--- src/rtl/frame_delta_reconstructor.sv ---
// -----------------------------------------------------------------------------
// frame_delta_reconstructor
//
// Rebuilds new-frame pixels from a stream of signed differences (magnitude plus
// sign) and the co-located old-frame pixels. Sits between the difference
// decoder and the frame store. One difference beat is accepted per cycle on a
// valid/ready input. One reconstructed pixel per beat leaves on a registered
// valid/ready output. Pixels are counted per frame, the last pixel is marked,
// and completion is pulsed.
//
// Build option:
//   SATURATE_EN  defined  : out-of-range results clamp (overflow -> all ones,
//                           underflow -> 0)
//                undefined: out-of-range results wrap modulo 2^DATA_WIDTH
//   range_err behaves identically in both builds.
//
// Parameters:
//   DATA_WIDTH    pixel and difference magnitude width
//   FRAME_PIXELS  pixels per frame (>= 2)
//   CW            pixel counter width, $clog2(FRAME_PIXELS)
//
// Ports:
//   clk          in   rising-edge clock
//   reset        in   asynchronous, active-high reset
//   start        in   begin a frame (sampled only in IDLE)
//   in_valid     in   difference beat present
//   in_ready     out  block can accept a beat this cycle
//   diff_mag     in   absolute difference
//   diff_sign    in   0: new = old + mag, 1: new = old - mag
//   old_pixel    in   co-located old-frame pixel
//   out_valid    out  reconstructed pixel present
//   out_ready    in   downstream accepts
//   out_pixel    out  reconstructed pixel
//   out_last     out  out_pixel is the last pixel of the frame
//   busy         out  state is not IDLE
//   frame_done   out  one-cycle pulse after the final output handshake
//   pixel_count  out  beats accepted in the current frame
//   range_err    out  sticky out-of-range flag, cleared by start or reset
// -----------------------------------------------------------------------------
module frame_delta_reconstructor #(
  parameter int DATA_WIDTH   = 8,
  parameter int FRAME_PIXELS = 64,
  parameter int CW           = $clog2(FRAME_PIXELS)
) (
  input  logic                  clk,
  input  logic                  reset,
  input  logic                  start,
  input  logic                  in_valid,
  output logic                  in_ready,
  input  logic [DATA_WIDTH-1:0] diff_mag,
  input  logic                  diff_sign,
  input  logic [DATA_WIDTH-1:0] old_pixel,
  output logic                  out_valid,
  input  logic                  out_ready,
  output logic [DATA_WIDTH-1:0] out_pixel,
  output logic                  out_last,
  output logic                  busy,
  output logic                  frame_done,
  output logic [CW-1:0]         pixel_count,
  output logic                  range_err
);

  typedef enum logic [1:0] {
    IDLE  = 2'd0,
    RUN   = 2'd1,
    DRAIN = 2'd2
  } state_t;

  localparam logic [CW-1:0] LAST_IDX = CW'(FRAME_PIXELS - 1);

  state_t                r_state;
  state_t                w_state_nxt;
  logic [CW-1:0]         r_count;
  logic                  r_range_err;
  logic                  r_frame_done;
  logic [DATA_WIDTH-1:0] r_pixel_p1;
  logic                  r_last_p1;
  logic                  r_vld_p1;

  logic [DATA_WIDTH:0]   w_sum;
  logic [DATA_WIDTH:0]   w_diff;
  logic [DATA_WIDTH:0]   w_ext;
  logic                  w_oor;
  logic [DATA_WIDTH-1:0] w_result;
  logic                  w_in_ready;
  logic                  w_accept;
  logic                  w_out_hs;

`ifdef SATURATE_EN
  // Clamp toward the violated bound; in-range values pass through unchanged.
  function automatic logic [DATA_WIDTH-1:0] f_saturate(
    input logic [DATA_WIDTH-1:0] wrapped,
    input logic                  sign,
    input logic                  oor
  );
    if (!oor)
      return wrapped;
    return sign ? {DATA_WIDTH{1'b0}} : {DATA_WIDTH{1'b1}};
  endfunction
`endif

  // One extra bit catches both overflow (carry) and underflow (borrow):
  // for subtraction the top bit is set exactly when mag > old.
  assign w_sum  = {1'b0, old_pixel} + {1'b0, diff_mag};
  assign w_diff = {1'b0, old_pixel} - {1'b0, diff_mag};
  assign w_ext  = diff_sign ? w_diff : w_sum;
  assign w_oor  = w_ext[DATA_WIDTH];

`ifdef SATURATE_EN
  assign w_result = f_saturate(w_ext[DATA_WIDTH-1:0], diff_sign, w_oor);
`else
  assign w_result = w_ext[DATA_WIDTH-1:0];
`endif

  // A new beat may enter when the output register is empty or draining now.
  assign w_in_ready = (r_state == RUN) && (!r_vld_p1 || out_ready);
  assign w_accept   = in_valid && w_in_ready;
  assign w_out_hs   = r_vld_p1 && out_ready;

  always_comb begin
    w_state_nxt = r_state;
    case (r_state)
      IDLE:    if (start) w_state_nxt = RUN;
      RUN:     if (w_accept && (r_count == LAST_IDX)) w_state_nxt = DRAIN;
      DRAIN:   if (w_out_hs && r_last_p1) w_state_nxt = IDLE;
      default: w_state_nxt = IDLE;
    endcase
  end

  // ---- stage p1: output register and frame control ----
  always_ff @(posedge clk or posedge reset) begin
    if (reset) begin
      r_state      <= IDLE;
      r_count      <= '0;
      r_range_err  <= 1'b0;
      r_frame_done <= 1'b0;
      r_pixel_p1   <= '0;
      r_last_p1    <= 1'b0;
      r_vld_p1     <= 1'b0;
    end else begin
      r_state      <= w_state_nxt;
      r_frame_done <= (r_state == DRAIN) && w_out_hs && r_last_p1;

      if ((r_state == IDLE) && start) begin
        r_count     <= '0;
        r_range_err <= 1'b0;
      end

      // A simultaneous handshake and acceptance simply replaces the register.
      if (w_accept) begin
        r_pixel_p1 <= w_result;
        r_last_p1  <= (r_count == LAST_IDX);
        r_vld_p1   <= 1'b1;
        r_count    <= r_count + CW'(1);
        if (w_oor)
          r_range_err <= 1'b1;
      end else if (w_out_hs) begin
        r_vld_p1  <= 1'b0;
        r_last_p1 <= 1'b0;
      end
    end
  end

  assign in_ready    = w_in_ready;
  assign out_valid   = r_vld_p1;
  assign out_pixel   = r_pixel_p1;
  assign out_last    = r_last_p1;
  assign busy        = (r_state != IDLE);
  assign frame_done  = r_frame_done;
  assign pixel_count = r_count;
  assign range_err   = r_range_err;

endmodule
--- config.mk ---
export PLATFORM = sky130hd
export DESIGN_NAME = frame_delta_reconstructor
export DESIGN_NICKNAME = d
export VERILOG_FILES = /design/src/rtl/frame_delta_reconstructor.sv
export SDC_FILE = /design/constraint.sdc
export NUM_CORES = 1
export LEC_CHECK = 0
export BUFFER_PORTS_ARGS = -buffer_cell sky130_fd_sc_hd__buf_2
export CELL_PAD_IN_SITES_DETAIL_PLACEMENT = 0
export CELL_PAD_IN_SITES_GLOBAL_PLACEMENT = 1
export CORE_ASPECT_RATIO = 1.2
export CORE_UTILIZATION = 38
export DETAILED_ROUTE_END_ITERATION = 7
export PLACE_DENSITY_LB_ADDON = 0.1
export SLEW_MARGIN = 30
export SYNTH_ARGS = -nofsm -noshare
export SYNTH_HDL_FRONTEND = slang
export SYNTH_SLANG_ARGS = --single-unit
--- constraint.sdc ---
create_clock -name clk -period 1.98 [get_ports clk]
set_input_delay 0 -clock clk [delete_from_list [all_inputs] [get_ports clk]]
set_output_delay 0 -clock clk [all_outputs]
set_load 0.02 [all_outputs]
==> results of run 1 <==
[kinds of logic (layout without fill, tap and decap cells)]
group / count (synthesis) / in the layout / synth area share, %
flip-flops: 20 / 20 / 34.6
AND/OR/NAND/NOR: 71 / 71 / 25.5
XOR/XNOR: 8 / 8 / 4.85
buffers and inverters: 13 / 65 / 3.98
adder cells (fa/ha/maj): 11 / 11 / 10.0
AO/OA/AOI/OAI: 41 / 41 / 18.8
multiplexers: 3 / 3 / 2.16
[per-stage QoR]
| stage | util [%] | setup WS (ns) | cell area (um2) | hold slack (ns) | total power, mW |
|---|---|---|---|---|---|
| finish | 50.3 | 0.213 | 1830 | 0.0118 | 1.43 |
| global route | 50.3 | 0.0680 | 1830 | 0.00675 | 1.53 |
| floorplan | - | 0.247 | 1450 | -0.0362 | 0.919 |
| CTS | 50.3 | 0.184 | 1830 | 0.00280 | 1.45 |
| detailed placement | 48.5 | -0.0853 | 1760 | 0.183 | 1.13 |
| global placement | 48.5 | -0.0488 | 1760 | 0.170 | 1.11 |
[worst paths after layout]
path                             start            to  slack (ns)
min in group asynchronous        reset  out_pixel[1]        0.42
hold / removal                   start    r_state[0]        0.01
max in group asynchronous        reset     range_err        1.05
setup / recovery           diff_mag[0]     range_err        0.21
hold reg to reg              range_err     range_err        0.48
setup reg to reg             out_valid  out_pixel[7]        0.35
[power breakdown]
group	internal [mW]	switching (mW)	total, mW	leakage (nW)
combinational	0.233	0.339	0.572	0.582
clock	0.177	0.138	0.315	0.0288
sequential	0.483	0.0599	0.543	0.248
total	0.893	0.537	1.43	0.859
[registers in the layout, indices dropped and copies added, names as in the netlist]
register     cells
range_err        1
r_state          2
out_valid        1
out_pixel        8
pixel_count      6
frame_done       1
out_last         1
[synth_stat cells (2+ instances only)]
cell type / n / area [um2]
inv_1: 10 / 37.5
o21ai_0: 11 / 55.1
ha_1: 10 / 125
nand3_1: 5 / 25.0
o31ai_1: 4 / 30.0
or3_1: 2 / 12.5
nor2b_1: 3 / 18.8
a21oi_1: 9 / 45.0
nand2b_1: 2 / 12.5
xnor2_1: 7 / 61.3
nor2_1: 13 / 48.8
nor4_1: 3 / 18.8
mux2i_1: 2 / 20.0
dfrtp_1: 20 / 500
nor3_2: 2 / 20.0
a31o_2: 2 / 17.5
a2111o_1: 2 / 22.5
o211ai_1: 2 / 15.0
a31oi_1: 2 / 12.5
nor3_1: 8 / 40.0
o21a_1: 2 / 15.0
nand4_1: 5 / 31.3
nand2_1: 20 / 75.1
[critical path, stage by stage]
cell and delay (ns):
buf_2 0.08, inv_1 0.04, ha_1 0.27, mux2i_1 0.12, fa_1 0.44, a211oi_1 0.30, o21ai_0 0.21, a2111o_1 0.40
nand4_1 0.09
[timing repair]
item,CTS,global route
hold buffers,1,0
buffers inserted,0,0
endpoints found under the hold margin,20,0
[metal layers]
metal,wire (um),GRT usage (%),vias to the layer above
met1,1420,20.0,652
met2,1800,32.1,29
li1,-,-,712
met5,0,0,-
met4,82,10.1,0
met3,69,2.05,6
[cell type report]
class / instances / area, um2 / share of cell area [%]
multi-input cells: 134 / 887 / 48.5
inverters: 10 / 37.5 / 2.05
flip-flops and latches: 20 / 500 / 27.4
well taps: 52 / 65.1 / 3.56
repair buffers: 51 / 283 / 15.5
clock buffers: 4 / 55.1 / 3.01
==> impl_metrics.json, run 1 <==
{
  "status": "finished, final reports clean",
  "layout.nets": 253,
  "pin_count": 42,
  "die_x_um": 58.3,
  "synthArstFlopShare_pct": 100,
  "worst_slew_pin_slew_ns": 0.793,
  "yosys_warnings": 0,
  "clockBufferDepth": 2,
  "hpwl_mm": 2.74,
  "syn_to_final_growth_pct": 26.5,
  "die_h_um": 69.6,
  "ys_seq_elements": 20,
  "grt_usage_pct": 17.9,
  "num_vias": 1399,
  "synthFlopType": "dfrtp_1",
  "htree_levels": 1,
  "hold_viol": 0,
  "hold_depth": 3,
  "cts_tree": "built",
  "antenna_cells": 0,
  "fmax_mhz": 566,
  "grt_pass1_wl_mm": 5.71,
  "ys_seq_area_share_pct": 34.6,
  "die_area_um2": 4050,
  "viasPerCell": 5.16,
  "clockRootBuffer": "clkbuf_8",
  "initial_core_util_pct": 39.8,
  "synth-edff-count": 0,
  "hp-class": "input pin to flip-flop",
  "grt_pass1_vias": 1337,
  "cts.repair.resized": 0,
  "fin_crit_ns": 1.77,
  "powerDensity_nw_per_um2": 782,
  "cts.sinks": 20,
  "drtIter0Drc": 58,
  "antenna_found_initial": 0,
  "fill_cells": 365,
  "path_class": "input pin to flip-flop",
  "critPathArrivalTime_ns": 1.96,
  "drv_cap": 0,
  "postSynthAreaPerCell_um2": 8.65,
  "first_pass_iters": 4,
  "clk_pin_slew_ns": 0.07,
  "drc_errors": 0,
  "grt_overflow": 0,
  "startpoint_type": "input pin",
  "leakagePower_nw": 0.859,
  "layout_common_cells": "buf_2 (41), nand2_1 (20), dfrtp_1 (20), nor2_1 (13), o21ai_0 (11)",
  "syn-num-nets": 200,
  "final_common_cell": "buf_2",
  "drtAntennaViolNets": 0,
  "io_buffers": 41,
  "synth_area_um2": 1450,
  "synthCells": 167,
  "worst-r2r-cell-count": 4,
  "setup_tns_ns": 0,
  "endpoint_kind": "flip-flop",
  "slew_viol_final": 0,
  "grt_start_max_net_pins": 21,
  "wl_per_cell_um": 12.4,
  "fin_skew_ns": 0.00456,
  "instances_no_fill": 271,
  "crit_fanout": 2,
  "drt-total-wl_mm": 3.37,
  "dp_cells": 266,
  "num_rows": 24,
  "synth.distinct_cells": 44,
  "setup_viol": 0,
  "routabilityCongestion": 0.781,
  "peakVddDrop_mv": 0.258,
  "crit_required_ns": 2.18,
  "cts-buffers-inserted": 3,
  "clock_latency_ns": 0.26,
  "fp.coreArea_um2": 3630,
  "rsz0062_at_grt": "false",
  "period_share_pct": 89.2,
  "max-slew-margin-rel_pct": 47.1,
  "final_layout_size_suffix_gt1_share_pct": 28.8
}
Note: power is estimated with default switching activity, not from simulation.
==> run 2, diff against run 1 <==
- CORE_MARGIN: not set -> 2
- RECOVER_POWER: not set -> 25
==> run 2 against run 1 <==
Sequential cell count stayed put. Final cell count is 0.37% higher. Sequential power hardly changed. Utilization is 0.24 points higher. Sequential share of layout area is 0.13 points lower. Die area is 6.4% higher. Critical path type unchanged.
==> impl_metrics.json, run 2 (same netlist as run 1, synthesis figures left out) <==
{
  "fin_skew_ns": 0.00169,
  "num_vias": 1416,
  "endpoint_kind": "flip-flop",
  "setup_tns_ns": 0,
  "grt_start_max_net_pins": 21,
  "clockRootBuffer": "clkbuf_8",
  "grt_usage_pct": 17.6,
  "clk_pin_slew_ns": 0.08,
  "slew_viol_final": 0,
  "r2r_start": "r_state[1]",
  "layout_common_cells": "buf_2 (27), nand2_1 (20), dfrtp_1 (20), clkbuf_1 (14), nor2_1 (13)",
  "initial_core_util_pct": 39.8,
  "period_share_pct": 90.9,
  "status": "finished, final reports clean",
  "drtIter0Drc": 39,
  "cts.sinks": 20,
  "dpl_cell_area_um2": 1760,
  "powerDensity_nw_per_um2": 825,
  "num_rows": 24,
  "die_h_um": 71.6,
  "antenna_found_initial": 0,
  "largest_register_ffs": 8,
  "max-slew-margin-rel_pct": 49.0,
  "design_area_um2": 1840,
  "layout.nets": 254,
  "drtAntennaViolNets": 0,
  "crit_family": "compound AO/OA/AOI/OAI gates",
  "post-cts-setup-buffer-count": 0,
  "clockBufferDepth": 2,
  "cts-buffers-inserted": 3,
  "htree_levels": 1,
  "grt_pass1_vias": 1352,
  "critPathArrivalTime_ns": 2.00,
  "crit_fanout": 2,
  "instances_no_fill": 272,
  "setup_viol": 0,
  "hold_viol": 0,
  "io_buffers": 41,
  "fin_crit_ns": 1.80,
  "hpwl_mm": 2.82,
  "final_common_cell": "buf_2",
  "final_layout_size_suffix_gt1_share_pct": 22.3,
  "viasPerCell": 5.21,
  "antenna_cells": 0,
  "syn_to_final_growth_pct": 27.1,
  "startpoint_type": "input pin",
  "drt-total-wl_mm": 3.45,
  "cts.repair.resized": 0,
  "first_pass_iters": 4,
  "fmax_mhz": 556,
  "routabilityCongestion": 0.799,
  "rsz0062_at_grt": "false",
  "grt_overflow": 0,
  "drc_errors": 0,
  "fp.coreArea_um2": 3630,
  "hp-class": "input pin to flip-flop",
  "crit_required_ns": 2.18,
  "die_x_um": 60.3,
  "crit_buf_inv": 2,
  "wl_per_cell_um": 12.7,
  "cts_tree": "built",
  "peakVddDrop_mv": 0.337,
  "whs_ns": 0.0516,
  "worst_slew_pin_slew_ns": 0.764,
  "crit_path_start": "diff_mag[0]",
  "die_area_um2": 4310,
  "path_cells": "buf_2 > inv_1 > ha_1 > mux2i_1 > fa_1 > a211oi_1 > o21ai_0 > a2111o_1 > nand4_1",
  "leakagePower_nw": 0.823,
  "min-delay-start": "out_ready",
  "dp_cells": 266,
  "cp_slowest_cell": "fa_1",
  "grt_pass1_wl_mm": 5.83,
  "path_class": "input pin to flip-flop",
  "drv_cap": 0,
  "pin_count": 42,
  "cp_slowest_stage_delay_ns": 0.45,
  "clock_latency_ns": 0.26
}
-- run 2: changes by cell type in the layout (fill, tap and decap cells not counted) --
cell	previous run	this run
clkbuf_8	4	3
bufinv_16	0	1
clkbuf_1	0	14
dlygate4sd3_1	1	2
buf_2	41	27
-- run 2: routing by layer --
metal	global-route usage (%)	part of all wire, %	routed length (um)
met3	2.17	4.5	156
met1	20.1	40	1370
met5	0	0	0
met4	10.1	3.1	106
met2	30.7	53	1820
-- run 2: worst reg2reg max path, delay by kind of cell (launching register included) --
kind            cells  cell delay (ns)
compound gates      2             0.32
flops               1             0.43
simple gates        2             0.78
-- run 2: per-stage QoR --
| step | power, mW | utilization [%] | setup WS, ns |
|---|---|---|---|
| floorplan | 0.919 | - | 0.247 |
| global placement | 1.12 | 48.5 | -0.0461 |
| detailed placement | 1.13 | 48.5 | -0.104 |
| CTS | 1.55 | 51.0 | 0.167 |
| global route | 1.62 | 50.6 | 0.0483 |
| finish | 1.52 | 50.6 | 0.180 |
-- run 2: where the power goes --
group          total, mW  switching, mW  internal (mW)
clock network      0.413          0.142          0.270
logic              0.559          0.340          0.219
registers          0.545         0.0619          0.483
-- run 2: final timing paths --
path                       cells after the start              to  slack (ns)
min in group asynchronous                      3    out_pixel[7]        0.41
min                                            3      frame_done        0.05
max reg2reg                                    4    out_pixel[7]        0.36
max                                            9       range_err        0.18
min reg2reg                                    2       range_err        0.48
max in group asynchronous                      3  pixel_count[4]        1.09
-- run 2: area by class of cell --
class	instances	area, um2
well taps	52	65.1
clock inverters	1	30.0
inverters	10	37.5
flip-flops and latches	20	500
multi-input cells	134	887
fillers	372	1800
repair buffers	52	275
clock buffers	3	41.3
-- run 2: timing repair --
item | CTS | global route
hold buffers | 2 | 0
endpoints found under the setup margin | 0 | 0
hold endpoints to repair | 21 | 0
==> run 3, diff against run 2 <==
- ABC_AREA: not set -> 1
- CELL_PAD_IN_SITES_DETAIL_PLACEMENT: 0 -> not set
- CELL_PAD_IN_SITES_GLOBAL_PLACEMENT: 1 -> not set
- CORE_UTILIZATION: 38 -> 47
- PLACE_DENSITY: not set -> 0.73
- PLACE_DENSITY_LB_ADDON: 0.1 -> not set
==> run 3 against run 2 <==
Synthesized cell count is 23% higher. Worst setup slack improved by 0.24 ns. Cell area decreased by 5.7%. Wire length down 17%. Sequential power rose by 7.7%. Sequential cell count stayed put. Critical path depth up 6. Global-route usage rose by 0.91 points. Non-clock buffer count shrank 8. Critical path type unchanged. Largest cell class unchanged.
==> impl_metrics.json, run 3 <==
{
  "synthCells": 206,
  "setup_tns_ns": 0,
  "layout.nets": 286,
  "hold_viol": 0,
  "endpoint_kind": "flip-flop",
  "fp.coreArea_um2": 3000,
  "whs_ns": 0.0505,
  "setup_viol": 0,
  "htree_levels": 1,
  "clk_pin_slew_ns": 0.10,
  "clockBufferDepth": 2,
  "cts.repair.resized": 0,
  "initial_core_util_pct": 48.4,
  "pin_count": 42,
  "setup_ws_ns": 0.418,
  "status": "finished, final reports clean",
  "design_area_um2": 1730,
  "period_share_pct": 78.9,
  "largest_register_ffs": 8,
  "routabilityCongestion": 0.821,
  "wl_per_cell_um": 9.92,
  "num_rows": 22,
  "grt_usage_pct": 18.6,
  "num_vias": 1361,
  "powerDensity_nw_per_um2": 846,
  "grt_pass1_wl_mm": 5.06,
  "ys_seq_area_share_pct": 34.5,
  "yosys_warnings": 0,
  "grt_start_max_net_pins": 21,
  "syn_to_final_growth_pct": 19.3,
  "synthFlopType": "dfrtp_1",
  "syn-num-nets": 239,
  "fin_skew_ns": 0.00564,
  "path_class": "input pin to flip-flop",
  "fin_total_pwr_mw": 1.47,
  "ys_top_cells_by_area": "dfrtp_1 (34%), nand2_1 (19%), ha_1 (8.6%)",
  "yosysMostFrequentCell": "nand2_1",
  "synthArstFlopShare_pct": 100,
  "synthTopCellsByCount": "nand2_1 (72), inv_1 (31), dfrtp_1 (20)",
  "cts_tree": "built",
  "startpoint_type": "input pin",
  "dp_cells": 282,
  "drtIter0Drc": 31,
  "hpwl_mm": 2.36,
  "final_layout_size_suffix_gt1_share_pct": 15.9,
  "drtAntennaViolNets": 0,
  "antenna_cells": 0,
  "synth_top_area_share_pct": 34.5,
  "instances_no_fill": 288,
  "first_pass_iters": 4,
  "worst_slew_pin_slew_ns": 0.739,
  "cts-buffers-inserted": 3,
  "postSynthAreaPerCell_um2": 7.05,
  "synth-edff-count": 0,
  "dpl_cell_area_um2": 1690,
  "grt_pass1_vias": 1323,
  "rsz0062_at_grt": "false",
  "drc_errors": 0,
  "cts.sinks": 20,
  "clockRootBuffer": "clkbuf_4",
  "hp-class": "input pin to flip-flop",
  "die_h_um": 64.9,
  "die_x_um": 54.7,
  "fmax_mhz": 640,
  "die_area_um2": 3550,
  "fin_crit_ns": 1.56,
  "drv_cap": 0,
  "synth.distinct_cells": 21,
  "yosysTopAreaCell": "dfrtp_1",
  "synth_area_um2": 1450,
  "dpl_worst_slack_ns": 0.113,
  "crit_fanout": 5,
  "max-slew-margin-rel_pct": 50.7,
  "critPathArrivalTime_ns": 1.76,
  "viasPerCell": 4.73,
  "antenna_found_initial": 0,
  "layout_common_cells": "nand2_1 (72), inv_1 (31), buf_2 (27), dfrtp_1 (20), nand3_1 (19)",
  "final_common_cell": "nand2_1",
  "io_buffers": 41,
  "grt_overflow": 0,
  "leakagePower_nw": 0.971,
  "drt-total-wl_mm": 2.86,
  "clock_latency_ns": 0.30,
  "final_core_util_pct": 57.7,
  "crit_required_ns": 2.17,
  "slew_viol_final": 0,
  "ys_seq_elements": 20,
  "peakVddDrop_mv": 0.403
}
run 3: changes by cell type after synthesis, moves of 4 or more:
cell / change
nand2_1: +52
inv_1: +21
nand3_1: +14
nor3_1: -7
nand3b_1: +6
a21oi_1: -5
nand4_1: -5
o31ai_1: -4
xnor2_1: -4
run 3: critical path, cell delays in order:
cell,delay [ns]
buf_2,0.09
inv_1,0.05
ha_1,0.21
nand2_1,0.10
nand2_1,0.08
o21ai_0,0.10
xor2_1,0.16
inv_1,0.05
ha_1,0.32
nand2_1,0.11
inv_1,0.04
a21oi_1,0.21
nand3_1,0.10
nand3_1,0.07
nand2_1,0.05
run 3: area by class of cell:
class                           instances  area (um2)
Fill cell                             320        1270
Multi-Input combinational cell        151         811
Sequential cell                        20         500
Timing Repair Buffer                   44         215
Inverter                               33         124
Tap cell                               36        45.0
Clock buffer                            4        36.3
run 3: what timing repair did:
item / in CTS / in global routing
hold buffers: 2 / 0
endpoints found under the hold margin: 21 / 0
setup buffers: 0 / 0
run 3: path summary, 6_finish.rpt:
| path | start | slack [ns] | cells after the start | to |
|---|---|---|---|---|
| min reg2reg | out_pixel[3] | 0.49 | 2 | out_pixel[3] |
| min in group asynchronous | reset | 0.37 | 3 | pixel_count[1] |
| max in group asynchronous | reset | 1.15 | 3 | r_state[1] |
| max | diff_mag[0] | 0.42 | 15 | range_err |
| min | diff_mag[0] | 0.05 | 3 | out_pixel[0] |
| max reg2reg | r_state[1] | 0.68 | 8 | r_state[0] |
run 3: where the power goes:
part           internal [mW]  switching (mW)  total [mW]
sequential             0.512          0.0756       0.587
clock                  0.112           0.120       0.232
combinational          0.224           0.422       0.646
run 3: cells by family after synthesis:
group                    count (synthesis)  share of synthesized area [%]
XOR/XNOR                                 6                           3.62
flip-flops                              20                           34.5
AO/OA/AOI/OAI                           17                           6.38
AND/OR/NAND/NOR                        117                           35.9
buffers and inverters                   35                           9.65
adder cells (fa/ha/maj)                 11                           10.0
run 3: per-layer routing:
| layer | GRT usage (%) | wire (um) | vias up |
|---|---|---|---|
| li1 | - | - | 739 |
| met1 | 20.7 | 1260 | 588 |
| met2 | 35.0 | 1450 | 32 |
| met3 | 1.61 | 143 | 2 |
| met4 | 5.63 | 11 | 0 |
| met5 | 0 | 0 | - |
